[src/rtl/issue_read_stage.sv]
// Issue/register-read pipeline: stage A holds issued tags, stage B holds resolved operands.
// Source values come from the PRF read ports, with a same-cycle writeback bypass.
module issue_read_stage #(
  parameter int PREG_W = 7,
  parameter int XLEN   = 32,
  parameter int UOP_W  = 32
) (
  input  logic              clk_i,
  input  logic              rst_i,
  input  logic              recover_i,
  input  logic              in_valid_i,
  output logic              in_ready_o,
  input  logic [PREG_W-1:0] in_pd_tag_i,
  input  logic [PREG_W-1:0] in_ps1_tag_i,
  input  logic [PREG_W-1:0] in_ps2_tag_i,
  input  logic [UOP_W-1:0]  in_uop_i,
  output logic [PREG_W-1:0] prf_rd1_addr_o,
  input  logic [XLEN-1:0]   prf_rd1_data_i,
  output logic [PREG_W-1:0] prf_rd2_addr_o,
  input  logic [XLEN-1:0]   prf_rd2_data_i,
  input  logic              wb_valid_i,
  input  logic [PREG_W-1:0] wb_tag_i,
  input  logic [XLEN-1:0]   wb_data_i,
  output logic              out_valid_o,
  input  logic              out_ready_i,
  output logic [PREG_W-1:0] out_pd_tag_o,
  output logic [XLEN-1:0]   out_rs1_val_o,
  output logic [XLEN-1:0]   out_rs2_val_o,
  output logic [UOP_W-1:0]  out_uop_o,
  output logic [15:0]       stall_cnt_o
);

  logic              a_valid_q, a_valid_d;
  logic [PREG_W-1:0] a_pd_q, a_pd_d, a_ps1_q, a_ps1_d, a_ps2_q, a_ps2_d;
  logic [UOP_W-1:0]  a_uop_q, a_uop_d;
  logic              b_valid_q, b_valid_d;
  logic [PREG_W-1:0] b_pd_q, b_pd_d;
  logic [XLEN-1:0]   b_rs1_q, b_rs1_d, b_rs2_q, b_rs2_d;
  logic [UOP_W-1:0]  b_uop_q, b_uop_d;
  logic [15:0]       stall_cnt_q, stall_cnt_d;

  logic b_adv, a_adv, accept, b_show;

  // Tag 0 is the hardwired zero register: it never reads the PRF and never bypasses.
  function automatic logic [XLEN-1:0] src_val(input logic [PREG_W-1:0] tag,
                                              input logic [XLEN-1:0]   prf_data,
                                              input logic              wb_v,
                                              input logic [PREG_W-1:0] wb_t,
                                              input logic [XLEN-1:0]   wb_d);
    if (tag == '0)
      return '0;
    else if (wb_v && (wb_t == tag))
      return wb_d;
    else
      return prf_data;
  endfunction

  always_comb begin
    b_adv      = !b_valid_q || out_ready_i;
    a_adv      = a_valid_q && b_adv;
    in_ready_o = (!a_valid_q || b_adv) && !recover_i;
    accept     = in_valid_i && in_ready_o;

    a_valid_d = a_valid_q;
    a_pd_d    = a_pd_q;
    a_ps1_d   = a_ps1_q;
    a_ps2_d   = a_ps2_q;
    a_uop_d   = a_uop_q;
    if (accept) begin
      a_valid_d = 1'b1;
      a_pd_d    = in_pd_tag_i;
      a_ps1_d   = in_ps1_tag_i;
      a_ps2_d   = in_ps2_tag_i;
      a_uop_d   = in_uop_i;
    end else if (a_adv) begin
      a_valid_d = 1'b0;
    end

    b_valid_d = b_valid_q;
    b_pd_d    = b_pd_q;
    b_rs1_d   = b_rs1_q;
    b_rs2_d   = b_rs2_q;
    b_uop_d   = b_uop_q;
    if (a_adv) begin
      b_valid_d = 1'b1;
      b_pd_d    = a_pd_q;
      b_rs1_d   = src_val(a_ps1_q, prf_rd1_data_i, wb_valid_i, wb_tag_i, wb_data_i);
      b_rs2_d   = src_val(a_ps2_q, prf_rd2_data_i, wb_valid_i, wb_tag_i, wb_data_i);
      b_uop_d   = a_uop_q;
    end else if (out_ready_i) begin
      b_valid_d = 1'b0;
    end

    // A flush discards both entries regardless of any handshake this cycle.
    if (recover_i) begin
      a_valid_d = 1'b0;
      b_valid_d = 1'b0;
    end

    stall_cnt_d = stall_cnt_q;
    if (out_valid_o && !out_ready_i && (stall_cnt_q != 16'hFFFF))
      stall_cnt_d = stall_cnt_q + 16'd1;
  end

  always_ff @(posedge clk_i) begin
    if (rst_i) begin
      a_valid_q   <= 1'b0;
      a_pd_q      <= '0;
      a_ps1_q     <= '0;
      a_ps2_q     <= '0;
      a_uop_q     <= '0;
      b_valid_q   <= 1'b0;
      b_pd_q      <= '0;
      b_rs1_q     <= '0;
      b_rs2_q     <= '0;
      b_uop_q     <= '0;
      stall_cnt_q <= '0;
    end else begin
      a_valid_q   <= a_valid_d;
      a_pd_q      <= a_pd_d;
      a_ps1_q     <= a_ps1_d;
      a_ps2_q     <= a_ps2_d;
      a_uop_q     <= a_uop_d;
      b_valid_q   <= b_valid_d;
      b_pd_q      <= b_pd_d;
      b_rs1_q     <= b_rs1_d;
      b_rs2_q     <= b_rs2_d;
      b_uop_q     <= b_uop_d;
      stall_cnt_q <= stall_cnt_d;
    end
  end

  // Outputs are forced quiet while reset is held so downstream never sees stale entries.
  always_comb begin
    b_show         = b_valid_q && !rst_i;
    out_valid_o    = b_show && !recover_i;
    out_pd_tag_o   = b_show ? b_pd_q  : '0;
    out_rs1_val_o  = b_show ? b_rs1_q : '0;
    out_rs2_val_o  = b_show ? b_rs2_q : '0;
    out_uop_o      = b_show ? b_uop_q : '0;
    prf_rd1_addr_o = rst_i ? '0 : a_ps1_q;
    prf_rd2_addr_o = rst_i ? '0 : a_ps2_q;
    stall_cnt_o    = stall_cnt_q;
  end

endmodule

[config.mk]
export PLATFORM = sky130hd
export DESIGN_NAME = issue_read_stage
export DESIGN_NICKNAME = d
export VERILOG_FILES = /design/src/rtl/issue_read_stage.sv
export SDC_FILE = /design/constraint.sdc
export NUM_CORES = 1
export LEC_CHECK = 0
export ABC_AREA = 1
export CORE_MARGIN = 5
export CORE_UTILIZATION = 35
export DETAILED_ROUTE_END_ITERATION = 8
export SKIP_CTS_REPAIR_TIMING = 1
export SLEW_MARGIN = 20
export SYNTH_ARGS = -nofsm -noshare
export SYNTH_HDL_FRONTEND = slang
export SYNTH_SLANG_ARGS = --single-unit
[constraint.sdc]
create_clock -name clk_i -period 4.42 [get_ports clk_i]
set_input_delay 0.884 -clock clk_i [delete_from_list [all_inputs] [get_ports clk_i]]
set_output_delay 0.884 -clock clk_i [all_outputs]
set_load 0.02 [all_outputs]
==> impl_metrics.csv <==
group,metric,value,unit
worst_setup_path,crit_family,"buffers and inverters",
finish,final-instance-count-excl-fill,1927,
worst_setup_path,critPathMaxFanout,39,
min_path,whs_path_depth,2,
drt,drc,0,
finish,stdcell_area,12400,µm²
worst_setup_path,start_kind,"input port",
sta,hold_violations,0,
drt,wl_per_cell,14.9,µm
floorplanning,start_util,0.356,
global_route,grt_pass1_vias,8764,
worst_setup_path,rr_startpoint,"b_valid_q$_SDFFE_PP0P_",
sta,tightest_slew,1070,ps
finish,finalNetCount,1752,
global_route,grt_max_degree,88,
clock_tree,clock_sinks,174,
worst_setup_path,cpMostUsedCell,"buf_4",
logic_synthesis,yosysWarnings,0,
power_and_ir_drop,power_density,296,nW/µm²
power_and_ir_drop,p_clk_frac,0.436,
clock_tree,clk_path_buf_depth,2,
sta,slew_viol_final,0,
floorplanning,num_io_pins,297,
finish,area_growth,42.7,%
drt,firstDrtPassIters,5,
floorplanning,fp.dieW,168,µm
finish,fillers,2479,
logic_synthesis,synth_area_leaders,"dfxtp_1, inv_1, a21oi_1",
sta,fin_ws,959,ps
floorplanning,die_y,168,µm
worst_setup_path,worstPathRequired,3540,ps
worst_setup_path,rrSetupSlack,2240,ps
clock_tree,clk_pin_slew,90,ps
logic_synthesis,synth_area,8690,µm²
worst_setup_path,crit_type,"input port to output pin",
drt,routed_via_density,4.63,
clock_tree,worstSkewPairLatency,430,ps
logic_synthesis,synth_most_common_cell,"inv_1",
placement,dpl-instance-area,11800,µm²
floorplanning,coreArea,24400,µm²
logic_synthesis,yosysTopAreaCell,"dfxtp_1",
power_and_ir_drop,switchingPower,1.01,mW
floorplanning,fp-row-count,57,
logic_synthesis,synth_nets,1504,
logic_synthesis,yosysSeqAreaShare,0.401,
clock_tree,root_buffer,"clkbuf_16",
power_and_ir_drop,leakagePower,4.74,nW
power_and_ir_drop,internal_power,2.66,mW
placement,dp_slack,931,ps
logic_synthesis,netlist-cell-type-count,27,
clock_tree,cts_tree,"done",
logic_synthesis,synth_edf_count,0,
sta,rsz0062_at_grt,"false",
placement,gp_congestion,0.885,
power_and_ir_drop,seq_power_share,0.448,
global_route,grt_remaining_overflow,0,
global_route,grt_usage,0.199,
logic_synthesis,synth_ff_type,"dfxtp_1",
sta,fin_crit_sh,0.783,
logic_synthesis,ys_seq_elements,174,
floorplanning,die_area,28100,µm²
sta,relSlewSlack,0.287,
drt,drtIter0Drc,675,
worst_setup_path,reg2reg_depth,9,
global_route,antenna_found_initial,1,
sta,fin_setup_tns,0,ps
flow_run,maxCapViolations,0,
sta,finalClockSkew,11.3,ps
worst_setup_path,cp-startpoint,"rst_i",
power_and_ir_drop,p_comb_frac,0.116,
sta,fin_crit,3460,ps
worst_setup_path,crit_path_top_delay_cell,"clkdlybuf4s50_1",
placement,dp_cells,1894,
min_path,whs_endpoint,"a_uop_q[19]$_SDFFE_PP0P_",
global_route,grt_pass1_wl,46000,µm
clock_tree,cts_made_buffers,17,
worst_setup_path,critPathMaxStageDelay,550,ps
logic_synthesis,synth_top_cell_area_share,0.401,
clock_tree,htreeDepth,4,
finish,drive_gt1_frac,0.0549,
min_path,hold_start,"a_uop_q[19]$_SDFFE_PP0P_",
worst_setup_path,arrival,2580,ps
worst_setup_path,path_cells,"buf_4 > inv_2 > nand2_4 > buf_4 > nor2_1 > clkdlybuf4s50_1",
logic_synthesis,postSynthCellCount,1341,
drt,drt_wl_total,28600,µm
sta,fmax,289,MHz
sta,setup_viol,0,
logic_synthesis,synthTopCellsByCount,"inv_1, nand2_1, dfxtp_1",
worst_setup_path,r2r-end,"a_pd_q[3]$_SDFFE_PP0P_",
sta,hold_ws,454,ps
outcome,status,"completed",
logic_synthesis,avgSynthCellArea,6.48,µm²
drt,ant_nets,0,
worst_setup_path,cp-end-kind,"output pin",
worst_setup_path,crit_buf_inv,4,
placement,port_buffers,296,
placement,dp_hpwl,20400,µm
drt,num_vias,8924,
logic_synthesis,async_flop_share,0,
power_and_ir_drop,ir_worst_vdd,0.000193,V
power_and_ir_drop,sw_frac_of_total,0.275,
min_path,hold_class,"flop to flop",
## final cells by class
type                       count  area (µm²)  area share
antenna                        1        2.50    0.000202
clock buffer                  17         425      0.0343
clock inverter                15         210      0.0170
inverter                     279        1050      0.0845
multi-input combinational    804        3740       0.301
sequential                   174        3480       0.281
tap                          324         405      0.0327
timing repair buffer         313        3090       0.249
## power groups by stage
stage | registers, mW | logic [mW] | clock network (mW)
final | 1.65 | 0.427 | 1.60
after global routing | 1.65 | 0.476 | 1.71
after CTS | 1.65 | 0.431 | 1.65
after detailed placement | 1.68 | 0.428 | 0
after global placement | 1.68 | 0.426 | 0
after floorplan | 1.68 | 0.216 | 0
## how the worst max path moves through the flow
stage	endpoint	slack (ps)	depth (start not counted)
after CTS	out_uop_o[27]	920	6
after detailed placement	out_uop_o[27]	930	6
after global routing	out_uop_o[27]	780	6
after floorplan	out_rs2_val_o[10]	1730	5
after global placement	out_uop_o[10]	990	6
final	out_uop_o[9]	960	6
## worst reg2reg max path: stages, from the launching register on
cell and delay [ps]:
dfxtp_1 410, inv_2 80, nor2_4 130, nand2_1 80, nand2_1 70, inv_2 90
nand2_2 650, buf_4 350, o21ai_0 120, a21oi_1 160
## routing by layer
layer,GRT usage,part of all wire,vias to the layer above
li1,-,-,4625
met1,0.262,0.45,3980
met2,0.328,0.46,286
met3,0.0467,0.068,33
met4,0.0543,0.017,0
met5,0,0,-
## cells by family (layout without fill, tap and decap cells)
kind of cell | count (synthesis) | after routing | synth area share
compound gates | 264 | 264 | 0.157
xor+xnor | 8 | 8 | 0.00807
buf+inv | 363 | 624 | 0.170
other cells | 0 | 1 | 0
fa+ha+maj | 1 | 1 | 0.00144
flops | 174 | 174 | 0.401
simple gates | 531 | 531 | 0.263
## metrics by stage
step,util,power (mW)
finish,0.508,3.68
global route,0.508,3.84
CTS,0.508,3.72
detailed placement,0.482,2.11
global placement,0.482,2.11
floorplan,-,1.89
## placed cells by master, fill, tap and decap left out, drive strengths merged, types with 7 or more instances in the layout
| master | n |
|---|---|
| buf | 18 |
| o21ai | 87 |
| dfxtp | 174 |
| a21oi | 177 |
| nor3 | 8 |
| nor2 | 142 |
| inv | 286 |
| clkbuf | 17 |
| nand3 | 148 |
| nand2 | 227 |
| clkdlybuf4s50 | 295 |
| clkinv | 7 |
## registers in the layout, summed over array words and instances (netlist names), 16 cells and up
name / flops
b_rs1_q: 32
a_uop_q: 32
stall_cnt_o: 16
b_uop_q: 32
b_rs2_q: 32
Power figures use the tool's default switching activity.
